`src/rtl/dccm_arb_pkg.sv`:
```
// Shared types and constants for the DCCM port arbiter.
//   owner_e    : which requester a registered read response belongs to
//   arb_mode_e : arbitration mode chosen by the DMA starvation state
//   mem_req_t  : one requester's request bundle at the default DCCM widths
package dccm_arb_pkg;

  localparam int DCCM_ADDR_W = 14;
  localparam int DCCM_DATA_W = 32;

  typedef enum logic [1:0] {
    NONE = 2'd0,
    LSU  = 2'd1,
    DMA  = 2'd2
  } owner_e;

  typedef enum logic {
    LSU_PRIO   = 1'b0,
    DMA_FORCED = 1'b1
  } arb_mode_e;

  typedef struct packed {
    logic                       req;
    logic                       we;
    logic [DCCM_ADDR_W-1:0]     addr;
    logic [DCCM_DATA_W-1:0]     wdata;
    logic [DCCM_DATA_W/8-1:0]   wstrb;
  } mem_req_t;

endpackage

```
`src/rtl/dccm_port_arbiter_if.sv`:
```
// Requester-side memory port of the DCCM arbiter (one instance per requester).
//   req/we/addr/wdata/wstrb : request, held stable by the requester until gnt
//   gnt                     : request accepted this cycle
//   rvalid/rdata            : read response, one cycle after a read grant
// Modports: master = requester, slave = arbiter.
interface dccm_port_arbiter_if
  import dccm_arb_pkg::*;
#(
  parameter int ADDR_W = DCCM_ADDR_W,
  parameter int DATA_W = DCCM_DATA_W
) ();

  logic              req;
  logic              we;
  logic [ADDR_W-1:0] addr;
  logic [DATA_W-1:0] wdata;
  logic [DATA_W/8-1:0] wstrb;
  logic              gnt;
  logic              rvalid;
  logic [DATA_W-1:0] rdata;

  modport master (output req, we, addr, wdata, wstrb,
                  input  gnt, rvalid, rdata);

  modport slave  (input  req, we, addr, wdata, wstrb,
                  output gnt, rvalid, rdata);

endinterface

```
`src/rtl/dccm_arb_starve_ctr.sv`:
```
// Saturating starvation counter for a low-priority requester.
//   clk, rst_n : clock, asynchronous active-low reset
//   req, gnt   : low-priority requester's request and grant this cycle
//   force_dma  : requester has been denied LIMIT consecutive cycles and must win
// Counts consecutive denied cycles, saturates at LIMIT, clears on grant or
// when the request is withdrawn.
module dccm_arb_starve_ctr
  import dccm_arb_pkg::*;
#(
  parameter int LIMIT = 4
) (
  input  logic clk,
  input  logic rst_n,
  input  logic req,
  input  logic gnt,
  output logic force_dma
);

  localparam int             CW      = $clog2(LIMIT + 1);
  localparam logic [CW-1:0]  LIMIT_C = CW'(LIMIT);

  logic [CW-1:0] cnt;

  // NOTE: state registers use non-blocking (<=) so every flop samples the
  // pre-edge value of every other flop, independent of block ordering.
  always_ff @(posedge clk or negedge rst_n) begin
    if (!rst_n) begin
      cnt <= '0;
    end else if (req && !gnt) begin
      if (cnt != LIMIT_C) cnt <= cnt + 1'b1;
    end else begin
      cnt <= '0;
    end
  end

  assign force_dma = (cnt == LIMIT_C);

endmodule

```
`src/rtl/dccm_port_arbiter.sv`:
```
// Arbiter sharing the single-port DCCM SRAM between the LSU and the DMA/debug
// loader port. One winner per cycle; the LSU has priority except when the DMA
// starvation counter forces a DMA grant.
//   clk, rst_n   : clock, asynchronous active-low reset
//   lsu, dma     : requester ports (slave side of dccm_port_arbiter_if)
//   sram_*       : SRAM macro drive; sram_rdata valid one cycle after a read
//   conflict_cnt : cycles in which both requesters asked, wraps at 2^32
module dccm_port_arbiter
  import dccm_arb_pkg::*;
#(
  parameter int ADDR_W       = DCCM_ADDR_W,
  parameter int DATA_W       = DCCM_DATA_W,
  parameter int STARVE_LIMIT = 4
) (
  input  logic                clk,
  input  logic                rst_n,
  dccm_port_arbiter_if.slave  lsu,
  dccm_port_arbiter_if.slave  dma,
  output logic                sram_cs,
  output logic                sram_we,
  output logic [ADDR_W-1:0]   sram_addr,
  output logic [DATA_W-1:0]   sram_wdata,
  output logic [DATA_W/8-1:0] sram_wstrb,
  input  logic [DATA_W-1:0]   sram_rdata,
  output logic [31:0]         conflict_cnt
);

  logic      force_dma;
  arb_mode_e mode;
  logic      lsu_gnt;
  logic      dma_gnt;
  owner_e    rd_owner;
  owner_e    rd_owner_d;

  dccm_arb_starve_ctr #(.LIMIT(STARVE_LIMIT)) u_starve (
    .clk       (clk),
    .rst_n     (rst_n),
    .req       (dma.req),
    .gnt       (dma_gnt),
    .force_dma (force_dma)
  );

  assign mode = force_dma ? DMA_FORCED : LSU_PRIO;

  // Grants are combinational from the requests; rst_n is folded in so that a
  // pending request cannot reach the SRAM while the block is held in reset.
  // NOTE: every always_comb output gets a default first, so no path leaves a
  // signal unassigned and no latch is inferred.
  always_comb begin
    lsu_gnt = 1'b0;
    dma_gnt = 1'b0;
    if (rst_n) begin
      case (mode)
        DMA_FORCED: begin
          dma_gnt = dma.req;
          lsu_gnt = lsu.req & ~dma.req;
        end
        default: begin
          lsu_gnt = lsu.req;
          dma_gnt = dma.req & ~lsu.req;
        end
      endcase
    end
  end

  assign lsu.gnt = lsu_gnt;
  assign dma.gnt = dma_gnt;

  // SRAM mux: winner's fields, all zero when idle.
  always_comb begin
    sram_we    = 1'b0;
    sram_addr  = '0;
    sram_wdata = '0;
    sram_wstrb = '0;
    if (lsu_gnt) begin
      sram_we    = lsu.we;
      sram_addr  = lsu.addr;
      sram_wdata = lsu.wdata;
      sram_wstrb = lsu.wstrb;
    end else if (dma_gnt) begin
      sram_we    = dma.we;
      sram_addr  = dma.addr;
      sram_wdata = dma.wdata;
      sram_wstrb = dma.wstrb;
    end
  end

  assign sram_cs = lsu_gnt | dma_gnt;

  // Remember who issued this cycle's read so next cycle's SRAM data is routed
  // back to that requester only.
  always_comb begin
    rd_owner_d = NONE;
    if (lsu_gnt && !lsu.we)      rd_owner_d = LSU;
    else if (dma_gnt && !dma.we) rd_owner_d = DMA;
  end

  always_ff @(posedge clk or negedge rst_n) begin
    if (!rst_n) rd_owner <= NONE;
    else        rd_owner <= rd_owner_d;
  end

  assign lsu.rvalid = (rd_owner == LSU);
  assign dma.rvalid = (rd_owner == DMA);
  assign lsu.rdata  = (rd_owner == LSU) ? sram_rdata : '0;
  assign dma.rdata  = (rd_owner == DMA) ? sram_rdata : '0;

  always_ff @(posedge clk or negedge rst_n) begin
    if (!rst_n)                  conflict_cnt <= '0;
    else if (lsu.req && dma.req) conflict_cnt <= conflict_cnt + 32'd1;
  end

endmodule

```
`src/flat_wrapper.sv`:
```
// flat-port wrapper written by rule: the top's interface ports become plain ports
module dccm_port_arbiter_flat import dccm_arb_pkg::*;
#(
  parameter int ADDR_W       = DCCM_ADDR_W,
  parameter int DATA_W       = DCCM_DATA_W,
  parameter int STARVE_LIMIT = 4
)
  (clk, rst_n, sram_cs, sram_we, sram_addr, sram_wdata, sram_wstrb, sram_rdata, conflict_cnt, lsu_req, lsu_we, lsu_addr, lsu_wdata, lsu_wstrb, lsu_gnt, lsu_rvalid, lsu_rdata, dma_req, dma_we, dma_addr, dma_wdata, dma_wstrb, dma_gnt, dma_rvalid, dma_rdata);
  dccm_port_arbiter_if #(.ADDR_W(ADDR_W), .DATA_W(DATA_W)) lsu_i ();
  dccm_port_arbiter_if #(.ADDR_W(ADDR_W), .DATA_W(DATA_W)) dma_i ();
  input  logic clk;
  input  logic rst_n;
  output logic sram_cs;
  output logic sram_we;
  output logic [ADDR_W-1:0] sram_addr;
  output logic [DATA_W-1:0] sram_wdata;
  output logic [DATA_W/8-1:0] sram_wstrb;
  input  logic [DATA_W-1:0] sram_rdata;
  output logic [31:0] conflict_cnt;
  input wire logic [$bits(lsu_i.req)-1:0] lsu_req;
  input wire logic [$bits(lsu_i.we)-1:0] lsu_we;
  input wire logic [$bits(lsu_i.addr)-1:0] lsu_addr;
  input wire logic [$bits(lsu_i.wdata)-1:0] lsu_wdata;
  input wire logic [$bits(lsu_i.wstrb)-1:0] lsu_wstrb;
  output wire logic [$bits(lsu_i.gnt)-1:0] lsu_gnt;
  output wire logic [$bits(lsu_i.rvalid)-1:0] lsu_rvalid;
  output wire logic [$bits(lsu_i.rdata)-1:0] lsu_rdata;
  input wire logic [$bits(dma_i.req)-1:0] dma_req;
  input wire logic [$bits(dma_i.we)-1:0] dma_we;
  input wire logic [$bits(dma_i.addr)-1:0] dma_addr;
  input wire logic [$bits(dma_i.wdata)-1:0] dma_wdata;
  input wire logic [$bits(dma_i.wstrb)-1:0] dma_wstrb;
  output wire logic [$bits(dma_i.gnt)-1:0] dma_gnt;
  output wire logic [$bits(dma_i.rvalid)-1:0] dma_rvalid;
  output wire logic [$bits(dma_i.rdata)-1:0] dma_rdata;
  assign lsu_i.req = lsu_req;
  assign lsu_i.we = lsu_we;
  assign lsu_i.addr = lsu_addr;
  assign lsu_i.wdata = lsu_wdata;
  assign lsu_i.wstrb = lsu_wstrb;
  assign lsu_gnt = lsu_i.gnt;
  assign lsu_rvalid = lsu_i.rvalid;
  assign lsu_rdata = lsu_i.rdata;
  assign dma_i.req = dma_req;
  assign dma_i.we = dma_we;
  assign dma_i.addr = dma_addr;
  assign dma_i.wdata = dma_wdata;
  assign dma_i.wstrb = dma_wstrb;
  assign dma_gnt = dma_i.gnt;
  assign dma_rvalid = dma_i.rvalid;
  assign dma_rdata = dma_i.rdata;
  dccm_port_arbiter #(.ADDR_W(ADDR_W), .DATA_W(DATA_W), .STARVE_LIMIT(STARVE_LIMIT)) u_core (.clk(clk), .rst_n(rst_n), .lsu(lsu_i), .dma(dma_i), .sram_cs(sram_cs), .sram_we(sram_we), .sram_addr(sram_addr), .sram_wdata(sram_wdata), .sram_wstrb(sram_wstrb), .sram_rdata(sram_rdata), .conflict_cnt(conflict_cnt));
endmodule
```
`config.mk`:
```
export PLATFORM = sky130hd
export DESIGN_NAME = dccm_port_arbiter_flat
export DESIGN_NICKNAME = d
export VERILOG_FILES = /design/src/rtl/dccm_arb_pkg.sv /design/src/rtl/dccm_port_arbiter_if.sv /design/src/rtl/dccm_arb_starve_ctr.sv /design/src/rtl/dccm_port_arbiter.sv /design/src/flat_wrapper.sv
export SDC_FILE = /design/constraint.sdc
export NUM_CORES = 1
export LEC_CHECK = 0
export BUFFER_PORTS_ARGS = -buffer_cell sky130_fd_sc_hd__clkbuf_2
export CAP_MARGIN = 20
export CORE_AREA = 4 4 110 112
export CTS_BUF_LIST = sky130_fd_sc_hd__clkbuf_4
export DETAILED_ROUTE_END_ITERATION = 8
export DIE_AREA = 0 0 114 116
export SLEW_MARGIN = 0
export SYNTH_ARGS = -nofsm -noshare
export SYNTH_HDL_FRONTEND = slang
export SYNTH_SLANG_ARGS = --single-unit
```
`constraint.sdc`:
```
create_clock -name clk -period 3.15 [get_ports clk]
set_clock_uncertainty 0.1 [all_clocks]
set_input_delay 0.63 -clock clk [delete_from_list [all_inputs] [get_ports clk]]
set_output_delay 0.63 -clock clk [all_outputs]
set_load 0.1 [all_outputs]
```
# Word level (Yosys, flattened, before mapping)
# Cells that the tools add are included.
# Widths: inputs -> output; s select.
[word_totals]
romBits = 0
latch_bits = 0
elab_cells = 41
mem_bits_rw = 0
mem_count = 0
inputBits = 138
out_inout_bits = 152
register_bits = 37
[classes]
mul = 0
div_mod_pow = 0
n_reduce_logical = 7
bitwise_logic = 5
addsub = 2
n_eq_ne = 5
mux = 19
n_shift = 0
order_cmp = 0
[ops]
columns = ["operator", "count"]
rows = [
  ["$mux 32", 4],
  ["$add 32x1->32 const B", 1],
  ["$mux 14", 2],
  ["$mux 4", 2],
  ["$mux 1", 7],
  ["$mux 3", 2],
  ["$logic_and 1x1->1", 4],
  ["$mux 2", 2],
  ["$add 3x1->3 const B", 1],
  ["$eq 3x3->1 const B", 1],
  ["$logic_not 1->1", 3],
  ["$ne 3x3->1 const B", 1],
  ["$and 1x1->1", 2],
  ["$eq 2x1->1 const B", 1],
  ["$eq 2x2->1 const B", 1],
  ["$ne 2x1->1 const B", 1],
  ["$not 1->1", 2],
  ["$or 1x1->1", 1],
]

# Longest topological paths before layout
# Gate-level depths: netlist (run 1).
[depth]
ltp_word = 7
mapped_depth = 6
ltp_nobuf = 6

# Modules after synthesis
# From an unflattened synthesis (run 1), not the netlist that was laid out.
[unflattened]
cells_unflattened = 285
area_unflattened_um2 = 2642.5
[by_module_without_submodules]
columns = ["mod", "area_per_inst_um2", "seq_area_each_um2", "instances", "cells_per_inst"]
rows = [
  ["dccm_port_arbiter", 2459.9, 850.8, 1, 267],
  ["dccm_arb_starve_ctr", 182.7, 75.1, 1, 18],
]

# Worst setup path after synthesis (run 1)
# Ideal clock, no wire load.
[synth_timing]
kind = "register to output"
from = "register u_core.u_starve.cnt[0]"
to = "output port sram_wdata[26]"
t_arrival_ns = 3.134
path_slack_ns = -0.714
path_buffers = 1
stages_incl_launch_ff = 7
required_time_ns = 2.420
cell_sequence = "dfrtp_1 inv_1 ha_1 nand2_1 a21oi_1 clkbuf_1 a22o_1"
[synth_between]
elab_chain_len = 6
word_cells_on_any_way = 8
cone_classes = "eq/ne (1); mux (7)"
[synth_lines]
columns = ["element", "line", "rtl"]
rows = [
  ["start: declaration", "dccm_arb_starve_ctr.sv:22", "logic [CW-1:0] cnt;"],
  ["start signal: assignment", "dccm_arb_starve_ctr.sv:30", "if (cnt != LIMIT_C) cnt <= cnt + 1'b1;"],
  ["$eq 3x3->1", "dccm_arb_starve_ctr.sv:36", "assign force_dma = (cnt == LIMIT_C);"],
  ["$mux 1", "dccm_port_arbiter.sv:43", "assign mode = force_dma ? DMA_FORCED : LSU_PRIO;"],
  ["$mux 1", "dccm_port_arbiter.sv:53", "case (mode)"],
  ["$mux 1", "dccm_port_arbiter.sv:52", "if (rst_n) begin"],
  ["net dma_gnt", "flat_wrapper.sv:33", "output wire logic [$bits(dma_i.gnt)-1:0] dma_gnt;"],
  ["$mux 32", "dccm_port_arbiter.sv:80", "end else if (dma_gnt) begin"],
  ["$mux 32", "dccm_port_arbiter.sv:75", "if (lsu_gnt) begin"],
  ["end: declaration", "flat_wrapper.sv:16", "output logic [DATA_W-1:0] sram_wdata;"],
]
# The timed path passes the listed nets, and every way through them passes these cells.

# Worst setup path after layout (run 1)
[layout_timing]
from = "register u_core.u_starve.cnt[0]"
to = "output port sram_wstrb[3]"
[layout_between]
elab_chain_len = 6
word_cells_on_any_way = 8
cone_classes = "eq/ne (1); mux (7)"
[layout_lines]
columns = ["element", "line", "rtl"]
rows = [
  ["$eq 3x3->1 *", "dccm_arb_starve_ctr.sv:36", ""],
  ["$mux 1 *", "dccm_port_arbiter.sv:43", ""],
  ["$mux 1", "dccm_port_arbiter.sv:53", ""],
  ["$mux 1", "dccm_port_arbiter.sv:52", ""],
  ["$mux 4", "dccm_port_arbiter.sv:80", ""],
  ["$mux 4 *", "dccm_port_arbiter.sv:75", ""],
  ["end: declaration", "flat_wrapper.sv:17", "output logic [DATA_W/8-1:0] sram_wstrb;"],
]
# Every way passes the cells marked *; elsewhere a longest branch is shown, timed or not.

==> results_dict.tcl, run 1 <==
set metrics [dict create \
    critPathLaunchType "flip-flop" \
    dp_hpwl_um 10050 \
    leakagePower_nw 2.896 \
    nNetsFinal 717 \
    worst_pin_slew_ns 0.6120 \
    overflow 0 \
    peakVddDrop_uv 377.9 \
    critPathMaxStageDelay_ns 0.43 \
    start_util_pct 23.80 \
    dieArea_um2 13220 \
    clock_latency_ns 0.33 \
    finalNonFillerCells 720 \
    via_count 3298 \
    setup_viol 0 \
    worst-path-max-fanout 43 \
    syn_area_um2 2671 \
    yosysWarnings 0 \
    slew_violations 0 \
    preCtsSetupSlack_ns 0.4242 \
    p_clk_share_pct 13.6 \
    synth_top_cells_by_area "dfrtp_1 (35%), a22o_1 (17%), and2_1 (15%)" \
    p_int_mw 1.097 \
    finalCritPeriodShare_pct 94.44 \
    syn-num-nets 433 \
    critPathRequiredTime_ns 2.42 \
    first_global_vias 3277 \
    cp_slowest_cell "dfrtp_1" \
    end_kind "output pin" \
    yosysTopAreaCell "dfrtp_1" \
    cts_made_buffers 5 \
    finalHoldViolCount 0 \
    combPwrFrac_pct 61.0 \
    ys_types 29 \
    critPathTopFamily "buffers and inverters" \
    first_pass_iters 5 \
    tns_ns 0 \
    clockRootBuffer "clkbuf_4" \
    syn_area_per_cell_um2 9.148 \
    num_rows 39 \
    num_antenna_cells 0 \
    fin_ws_ns 0.1750 \
    final_area_um2 5547 \
    yosysTopAreaCellShare_pct 34.66 \
    status "finished, final reports clean" \
    rsz0062_at_grt "false" \
    finalPower_mw 2.370 \
    grt_max_degree 53 \
    synth_seq_area_share_pct 34.66 \
    max-slew-margin-rel_pct 58.88 \
    fill_cells 1062 \
    post-route-util_pct 49.42 \
    critical_path_class "reg2out" \
    pwr-share-seq_pct 25.4 \
    die_h_um 116 \
    drive_gt1_share_pct 55.63 \
    wl_per_cell_um 16.28 \
    io_buffer_count 289 \
    dpl.cell_count 712 \
    grt_usage_pct 16.01 \
    cts_buffer_depth 2 \
    place.gp.congestion 0.8084 \
    finalCriticalPeriod_ns 2.975 \
    swShare_pct 53.70 \
    cap_violations 0 \
    routed_wl_um 11720 \
    crit_buf_inv 3 \
    area_growth_pct 107.6 \
    cts_tree "done" \
    ant_nets 0 \
    drtIter0Drc 104 \
    cts_sinks 37 \
    netlist_instances 292 \
    fp.dieW_um 114 \
    hp-class "in2async" \
    powerDensity_nw_per_um2 427.2 \
    fmax_mhz 336.1 \
    grt_pass1_wl_um 17070 \
    cts_max_level 2 \
    switching_power_mw 1.272 \
    cts.clk_slew.worst_paths_ns 0.11 \
    placed_area_um2 5464 \
    crit_chain "inv_1 > ha_1 > nand2_1 > a21oi_4 > buf_6 > a22o_1 > buf_12" \
    ys_seq_elements 37 \
    antenna_found_initial 0 \
    core_um2 11220 \
    arrival_ns 2.24 \
    post_drt_via_cell_ratio 4.581 \
    ioPinCount 290 \
    drc 0 \
    whs_ns 0.2758 \
    post_cts_buffers 0 \
]
cells in the final DEF, fill, tap and decap left out, types with 2 or more instances in the layout:
cell,count
ha_1,3
and4_1,3
dfrtp_1,37
a22o_2,8
clkbuf_4,6
nand2_1,15
nor2_1,12
nor2b_1,4
nand3_1,11
nor4_1,4
nand4_1,7
a22o_1,43
and2_1,64
nor4_4,2
or2_2,2
xor2_1,20
nor3_1,9
inv_1,7
buf_12,70
xnor2_1,12
buf_4,56
clkbuf_2,169
synthesized netlist by cell type (all sizes together):
cell and instances:
nor4 6, nor3b 1, or4 2, xor2 20, a21oi 2, mux2 1
inv 7, ha 3, buf 3, and4 3, nand2 15, and3 1
nor2 12, nor2b 4, nand2b 1, a22o 51, dfrtp 37, or2 2
and2 64, a31oi 1, xnor2 12, nand3 11, nor3 9, nand4 8
clkbuf 16
cells by family after synthesis:
logic type | synth area share, %
flip-flops | 34.66
adder cells (fa/ha/maj) | 1.405
AO/OA/AOI/OAI | 17.33
buffers and inverters | 4.637
XOR/XNOR | 10.49
multiplexers | 0.4215
AND/OR/NAND/NOR | 31.05
final timing paths:
| path | slack [ns] | cells after the start | startpoint | endpoint |
|---|---|---|---|---|
| setup / recovery | 0.18 | 7 | u_core.u_starve.cnt[0] | sram_wstrb[3] |
| hold / removal | 0.28 | 2 | rst_n | u_core.conflict_cnt[0] |
| setup reg to reg | 1.07 | 4 | u_core.conflict_cnt[3] | u_core.conflict_cnt[28] |
| hold reg to reg | 0.40 | 1 | u_core.conflict_cnt[31] | u_core.conflict_cnt[31] |
| max in group asynchronous | 2.32 | 2 | rst_n | u_core.rd_owner[0] |
| min in group clk | 0.36 | 2 | lsu_we | u_core.rd_owner[0] |
layout make-up:
type | instances | area [µm²] | share of cell area [%]
tap | 143 | 178.9 | 3.226
clock buffer | 6 | 45.04 | 0.8121
clock inverter | 2 | 33.78 | 0.6091
sequential | 37 | 925.9 | 16.69
timing repair buffer | 296 | 2679 | 48.30
inverter | 7 | 26.28 | 0.4737
multi-input combinational | 229 | 1658 | 29.89
state kept, by name, summed over array words and instances (netlist names):
name / flops
u_core.conflict_cnt: 32
u_core.u_starve.cnt: 3
u_core.rd_owner: 2
power by group through the flow:
stage          logic [mW]  registers (mW)  clock network (mW)
4_1_cts              1.46           0.602               0.341
3_3_place_gp         1.45           0.607                   0
5_1_grt              1.50           0.614               0.370
3_5_place_dp         1.45           0.612                   0
6_report             1.45           0.601               0.323
2_1_floorplan       0.636           0.953                   0
routing by layer:
metal	GRT usage [%]	share of wire, %
met4	3.088	1.1
met1	18.12	35
met2	29.43	54
met5	0	0
met3	5.379	9.8
timing repair:
| action | in CTS | in global routing |
|---|---|---|
| hold buffers | 0 | 0 |
| endpoints found under the setup margin | 0 | 42 |
| gates resized for setup | 0 | 1 |
| hold endpoints to repair | 0 | 0 |
(Power assumes the default switching activity.)
==> inputs of run 2 (changes only) <==
ABC_AREA = 1   (was not set)
CELL_PAD_IN_SITES_DETAIL_PLACEMENT = 1   (was not set)
CELL_PAD_IN_SITES_GLOBAL_PLACEMENT = 1   (was not set)
CORE_AREA = not set   (was 4 4 110 112)
CORE_MARGIN = 4   (was not set)
CORE_UTILIZATION = 24   (was not set)
DIE_AREA = not set   (was 0 0 114 116)
PLACE_DENSITY_LB_ADDON = 0.1   (was not set)
clock period = 3 ns   (was 3.15 ns; I/O delays follow)
==> run 2 against run 1 <==
Synthesized area up 13%. Combinational power about the same. Sequential power up 3%. Total power up 3.0%. Largest cell class unchanged. Non-clock buffer count unchanged. Die area up 9.2%. Sequential share of layout area down 0.35 points. Synthesized cell count up 47%.
==> results_dict.tcl, run 2 <==
set metrics [dict create \
    status "finished, final reports clean" \
    leakagePower_nw 3.200 \
    cts_sinks 37 \
    fp.dieW_um 120.2 \
    nNetsFinal 857 \
    cp_slowest_cell "dfrtp_1" \
    syn_area_um2 3019 \
    powerDensity_nw_per_um2 430.7 \
    cap_violations 0 \
    mostFrequentLayoutCell "clkbuf_2" \
    syn_area_per_cell_um2 7.038 \
    post-route-util_pct 46.59 \
    regMostFlops "u_core.conflict_cnt" \
    place.gp.congestion 0.8125 \
    synthFlopType "dfrtp_1" \
    clock_latency_ns 0.36 \
    worst_pin_slew_ns 0.6067 \
    cts.clk_slew.worst_paths_ns 0.12 \
    yosysMostFrequentCell "nor2_1" \
    synth-edff-count 0 \
    netlist_instances 429 \
    syn-num-nets 570 \
    final_cell_mix "clkbuf_2 (235), nand2_1 (91), inv_1 (65)" \
    io_buffer_count 289 \
    finalCritPeriodShare_pct 92.38 \
    grt_usage_pct 20.63 \
    crit_buf_inv 3 \
    drtIter0Drc 157 \
    fill_cells 1550 \
    synth-xor-area-share_pct 5.719 \
    num_rows 40 \
    arrival_ns 2.07 \
    dieArea_um2 14440 \
    synth_top_family_by_area "simple AND/OR/NAND/NOR gates" \
    clockRootBuffer "clkbuf_4" \
    ys_top_cells_by_count "nor2_1 (94), nand2_1 (91), inv_1 (65), a22o_1 (50), dfrtp_1 (37)" \
    yosysWarnings 0 \
    crit_chain "inv_1 > ha_1 > nand2_1 > a21oi_4 > buf_12 > a22o_1 > buf_12" \
    critPathRequiredTime_ns 2.30 \
    synth_fa_ha_area_share_pct 1.243 \
    cp_common_cell "buf_12" \
    synth_compound_area_share_pct 15.79 \
    synth_seq_area_share_pct 30.67 \
    routed_wl_um 15580 \
    m1WireLength_um 5767 \
    via_count 4020 \
    setup_viol 0 \
    antenna_found_initial 0 \
    critPathTopFamily "buffers and inverters" \
    finalHoldViolCount 0 \
    tns_ns 0 \
    largest_reg_flops 32 \
    critPathLaunchType "flip-flop" \
    yosysTopAreaCell "dfrtp_1" \
    cts_buffer_depth 2 \
    start_util_pct 24.83 \
    ys_types 28 \
    cts_resized 0 \
    overflow 0 \
    reg_top3 "u_core.conflict_cnt (32), u_core.u_starve.cnt (3), u_core.rd_owner (2)" \
    cts_made_buffers 5 \
    ys_seq_elements 37 \
    cts_max_level 2 \
    wl_per_cell_um 17.60 \
    synth_top_cells_by_area "dfrtp_1 (31%), a22o_1 (15%), nor2_1 (12%)" \
    finalPower_mw 2.441 \
    max-slew-margin-rel_pct 59.73 \
    top_layer "met4" \
    muxShareOfSynthArea_pct 0 \
    drive_gt1_share_pct 49.93 \
    multi_input_area_um2 1863 \
    grt_max_degree 52 \
    drc 0 \
    critPathMaxStageDelay_ns 0.41 \
    fmax_mhz 360.8 \
    worst-path-max-fanout 48 \
    first_pass_iters 4 \
    num_antenna_cells 0 \
    finalCriticalPeriod_ns 2.771 \
    slew_violations 0 \
    ioPinCount 290 \
    grt_pass1_wl_um 23670 \
    regArea_um2 925.9 \
    whs_ns 0.3053 \
    critical_path_class "reg2out" \
    first_global_vias 4329 \
    end_kind "output pin" \
    synthArstFlopShare_pct 100.0 \
    area_growth_pct 87.69 \
    peakVddDrop_uv 328.5 \
    yosysTopAreaCellShare_pct 30.67 \
    wl_met2_um 8348 \
    cts_tree "done" \
    dp_hpwl_um 13400 \
    rsz0062_at_grt "false" \
    post_drt_via_cell_ratio 4.542 \
    ant_nets 0 \
    yosys.area_share.simple_pct 35.76 \
    core_um2 12160 \
    die_h_um 120.2 \
    hp-class "in2reg" \
    met3_length_um 1279 \
]
run 2: cell types whose count changed in the layout (fill, tap and decap cells not counted), moves of 13 or more:
cell      change
buf_4        -52
buf_12       -14
and2_1       -64
nor2_2       +34
clkbuf_2     +66
nand2_1      +76
inv_1        +58
nor2_1       +49
xor2_1       -13
run 2: area by class of cell:
type                            instances  area share [%]
Multi-Input combinational cell        309           32.88
Timing Repair Buffer                  296           41.25
Inverter                               67           4.438
Clock inverter                          2          0.5962
Clock buffer                            6          0.7949
Tap cell                              168           3.709
Sequential cell                        37           16.34
run 2: per-stage QoR:
stage          area [µm²]  worst slack [ns]  cells
4_1_cts              5659           0.07942    884
2_1_floorplan        3115          0.005450    429
6_report             5667            0.2285    885
3_5_place_dp         5570            0.3572    875
5_1_grt              5667           0.06396    885
3_3_place_gp         5570            0.3881    875
run 2: kinds of logic after synthesis:
group / count (synthesis)
buffers and inverters: 83
AOI/OAI and AO/OA: 55
adders and majority gates: 3
DFF: 37
and+or+nand+nor: 233
xor gates and xnor gates: 18
run 2: worst paths after layout:
| kind | startpoint | endpoint | slack, ns | depth (start not counted) |
|---|---|---|---|---|
| setup / recovery | u_core.u_starve.cnt[0] | sram_wdata[9] | 0.23 | 7 |
| hold / removal | dma_we | u_core.rd_owner[1] | 0.31 | 2 |
| setup reg to reg | u_core.conflict_cnt[0] | u_core.conflict_cnt[22] | 1.22 | 7 |
| hold reg to reg | u_core.conflict_cnt[31] | u_core.conflict_cnt[31] | 0.43 | 2 |
| max in group asynchronous | rst_n | u_core.u_starve.cnt[1] | 1.94 | 2 |
| min in group asynchronous | rst_n | u_core.conflict_cnt[12] | 0.33 | 2 |
run 2: metal layers:
metal	vias to the layer above	track usage, %
met5	-	0
met4	0	3.293
met3	18	5.844
met2	175	39.62
met1	1900	22.70
li1	1927	-
run 2: report_power, final:
group / leakage, nW / internal, mW / switching (mW)
clock network: 0.0433 / 0.183 / 0.180
registers: 0.489 / 0.544 / 0.0735
logic: 2.67 / 0.384 / 1.08
run 2: timing repair:
| action | 4_1_cts | 5_1_grt |
|---|---|---|
| setup buffers | 0 | 1 |
| hold buffers | 1 | 0 |
| setup endpoints to repair | 0 | 47 |
| hold endpoints to repair | 3 | 0 |
==> inputs of run 3 (changes only) <==
CORE_UTILIZATION = 23   (was 24)
SYNTH_HIERARCHICAL = 1   (was not set)
==> run 3 against run 2 <==
Combinational power hardly changed. Wire length increased by 11%. Total power is 2.4% lower. Fmax is 3.5% lower. Non-clock buffer count rose by 8. Final area is 7.1% higher.
==> results_dict.tcl, run 3 <==
set metrics [dict create \
    powerDensity_nw_per_um2 392.5 \
    critPathMaxStageDelay_ns 0.38 \
    finalCritPeriodShare_pct 95.73 \
    die_h_um 121.5 \
    clock_latency_ns 0.34 \
    ys_seq_elements 37 \
    setup_viol 0 \
    core_um2 12620 \
    ys_types 25 \
    drive_gt1_share_pct 56.66 \
    finalHoldViolCount 0 \
    syn_area_um2 2963 \
    mostFrequentLayoutCell "clkbuf_2" \
    yosysTopAreaCell "dfrtp_1" \
    routed_wl_um 17280 \
    final_cell_mix "clkbuf_2 (235), nand2_1 (64), nor2_1 (61)" \
    finalCriticalPeriod_ns 2.872 \
    wl_per_cell_um 19.52 \
    cts_max_level 2 \
    synth_top_cells_by_area "dfrtp_1 (31%), a22o_1 (15%), nor2_1 (12%)" \
    crit_chain "clkinv_2 > ha_4 > nand2_2 > inv_2 > inv_1 > nand2_1 > nand3_2 > clkinv_4 > clkbuf_16 > a22o_4 > buf_12" \
    reg_top3 "u_core/conflict_cnt (32), u_core/u_starve/cnt (3), u_core/rd_owner (2)" \
    fmax_mhz 348.2 \
    first_pass_iters 4 \
    leakagePower_nw 3.225 \
    cts_tree "done" \
    drc 0 \
    overflow 0 \
    synthArstFlopShare_pct 100.0 \
    critPathRequiredTime_ns 2.30 \
    fp.dieW_um 121.5 \
    place.gp.congestion 0.8718 \
    startpoint "u_core/u_starve/cnt[0]" \
    yosysMostFrequentCell "nor2_1" \
    cts_sinks 37 \
    cts_buffer_depth 2 \
    syn_area_per_cell_um2 7.105 \
    clockRootBuffer "clkbuf_4" \
    cts.clk_slew.worst_paths_ns 0.12 \
    r2r_cells 12 \
    grt_pass1_wl_um 24700 \
    peakVddDrop_uv 329.1 \
    dp_hpwl_um 14200 \
    critical_path_class "reg2out" \
    worstSetupEndpoint "sram_wdata[9]" \
    ioPinCount 290 \
    worst-path-max-fanout 13 \
    max-slew-margin-rel_pct 59.98 \
    start_util_pct 23.48 \
    syn-num-nets 558 \
    yosysTopAreaCellShare_pct 31.25 \
    rsz0062_at_grt "false" \
    ant_nets 0 \
    area_growth_pct 104.8 \
    r2r_slack_ns 1.16 \
    worst_pin_slew_ns 0.6029 \
    antenna_found_initial 0 \
    end_kind "output pin" \
    io_buffer_count 289 \
    netlist_instances 417 \
    yosysWarnings 6 \
    final_area_um2 6068 \
    finalPower_mw 2.382 \
    synthFlopType "dfrtp_1" \
    r2r-end "u_core/u_starve/cnt[0]" \
    largest_reg_flops 32 \
    cp_slowest_cell "dfrtp_1" \
    num_antenna_cells 0 \
    status "finished, final reports clean" \
    via_count 4069 \
    hp-class "in2async" \
    grt_usage_pct 21.81 \
    drtIter0Drc 162 \
    post_drt_via_cell_ratio 4.598 \
    r2r-start "u_core/u_starve/cnt[0]" \
    first_global_vias 4250 \
    grt_max_degree 38 \
    cap_violations 0 \
    num_rows 41 \
    regMostFlops "u_core/conflict_cnt" \
    ys_top_cells_by_count "nor2_1 (95), nand2_1 (65), inv_1 (60), a22o_1 (50), dfrtp_1 (37)" \
    nNetsFinal 853 \
    synth-edff-count 0 \
    cts_made_buffers 5 \
    synth_seq_area_share_pct 31.25 \
    slew_violations 0 \
    placed_area_um2 5717 \
    arrival_ns 2.17 \
    dieArea_um2 14760 \
    critPathLaunchType "flip-flop" \
]
==> run 3: cell count changes in the layout (fill, tap and decap cells not counted), sizes merged, moves of 3 or more <==
cell / previous run / this run
nand2: 95 / 74
clkbuf: 241 / 247
nand4: 4 / 9
nor2: 104 / 107
nand3: 18 / 22
nor3: 2 / 5
nand3b: 9 / 2
buf: 60 / 65
inv: 67 / 64
==> run 3: timing repair <==
action | in CTS | in global routing
setup endpoints to repair | 51 | 51
pin swaps | 1 | 0
setup buffers | 1 | 1
gates resized for setup | 7 | 15
gates cloned | 2 | 4
hold buffers | 0 | 0
==> run 3: kinds of logic (layout without fill, tap and decap cells) <==
| kind of cell | Yosys count | after routing | share of synthesized area [%] |
|---|---|---|---|
| buffers and inverters | 83 | 379 | 10.90 |
| flip-flops | 37 | 37 | 31.25 |
| XOR/XNOR | 22 | 22 | 6.503 |
| AO/OA/AOI/OAI | 52 | 52 | 15.12 |
| adder cells (fa/ha/maj) | 3 | 3 | 1.267 |
| AND/OR/NAND/NOR | 220 | 220 | 34.97 |
==> run 3: how the worst min path moves through the flow <==
stage	from	endpoint	slack, ns	cells past startpoint
CTS	rst_n	u_core/conflict_cnt[26]	0.35	2
finish	rst_n	u_core/conflict_cnt[26]	0.34	2
global placement	u_core/conflict_cnt[31]	u_core/conflict_cnt[31]	0.38	2
detailed placement	u_core/conflict_cnt[31]	u_core/conflict_cnt[31]	0.39	2
global route	lsu_we	u_core/rd_owner[0]	0.33	2
floorplan	rst_n	u_core/conflict_cnt[0]	0.20	0
==> run 3: final cells by class <==
cell class              instances  area (µm²)
fillers                      1584        6551
repair buffers                304        2517
multi-input cells             297        2088
flip-flops and latches         37       925.9
inverters                      67       261.5
well taps                     172       215.2
clock buffers                   8       60.06
==> run 3: through the flow <==
| step | setup WS [ns] | utilization (%) | instances | hold slack, ns | TNS [ns] |
|---|---|---|---|---|---|
| 2_1_floorplan | 0.08151 | - | 417 | 0.2044 | 0 |
| 3_3_place_gp | 0.3297 | 45.30 | 869 | 0.3766 | 0 |
| 3_5_place_dp | 0.1818 | 45.30 | 869 | 0.3928 | 0 |
| 4_1_cts | -0.007180 | 46.51 | 880 | 0.3546 | -0.007180 |
| 5_1_grt | 0.0006286 | 48.09 | 885 | 0.3297 | 0 |
| 6_report | 0.1280 | 48.09 | 885 | 0.3407 | 0 |
==> run 3: power by group <==
| part | switching [mW] | leakage, nW | internal [mW] |
|---|---|---|---|
| logic | 1.09 | 2.69 | 0.403 |
| clock network | 0.172 | 0.0368 | 0.121 |
| registers | 0.0595 | 0.498 | 0.542 |
==> run 3: layer usage <==
layer | track usage, % | part of all wire, % | up-vias
met5 | 0 | 0 | -
met4 | 2.171 | 1.0 | 0
met3 | 8.718 | 9.6 | 8
met2 | 41.38 | 55 | 162
met1 | 23.48 | 35 | 1968
li1 | - | - | 1931
==> run 3: critical path: cells and delay by family (launching register included) <==
family                     cells  cell delay, ns
AOI/OAI and AO/OA              1            0.28
adders and majority gates      1            0.18
buffers and inverters          6            0.75
DFF                            1            0.38
and+or+nand+nor                3            0.26
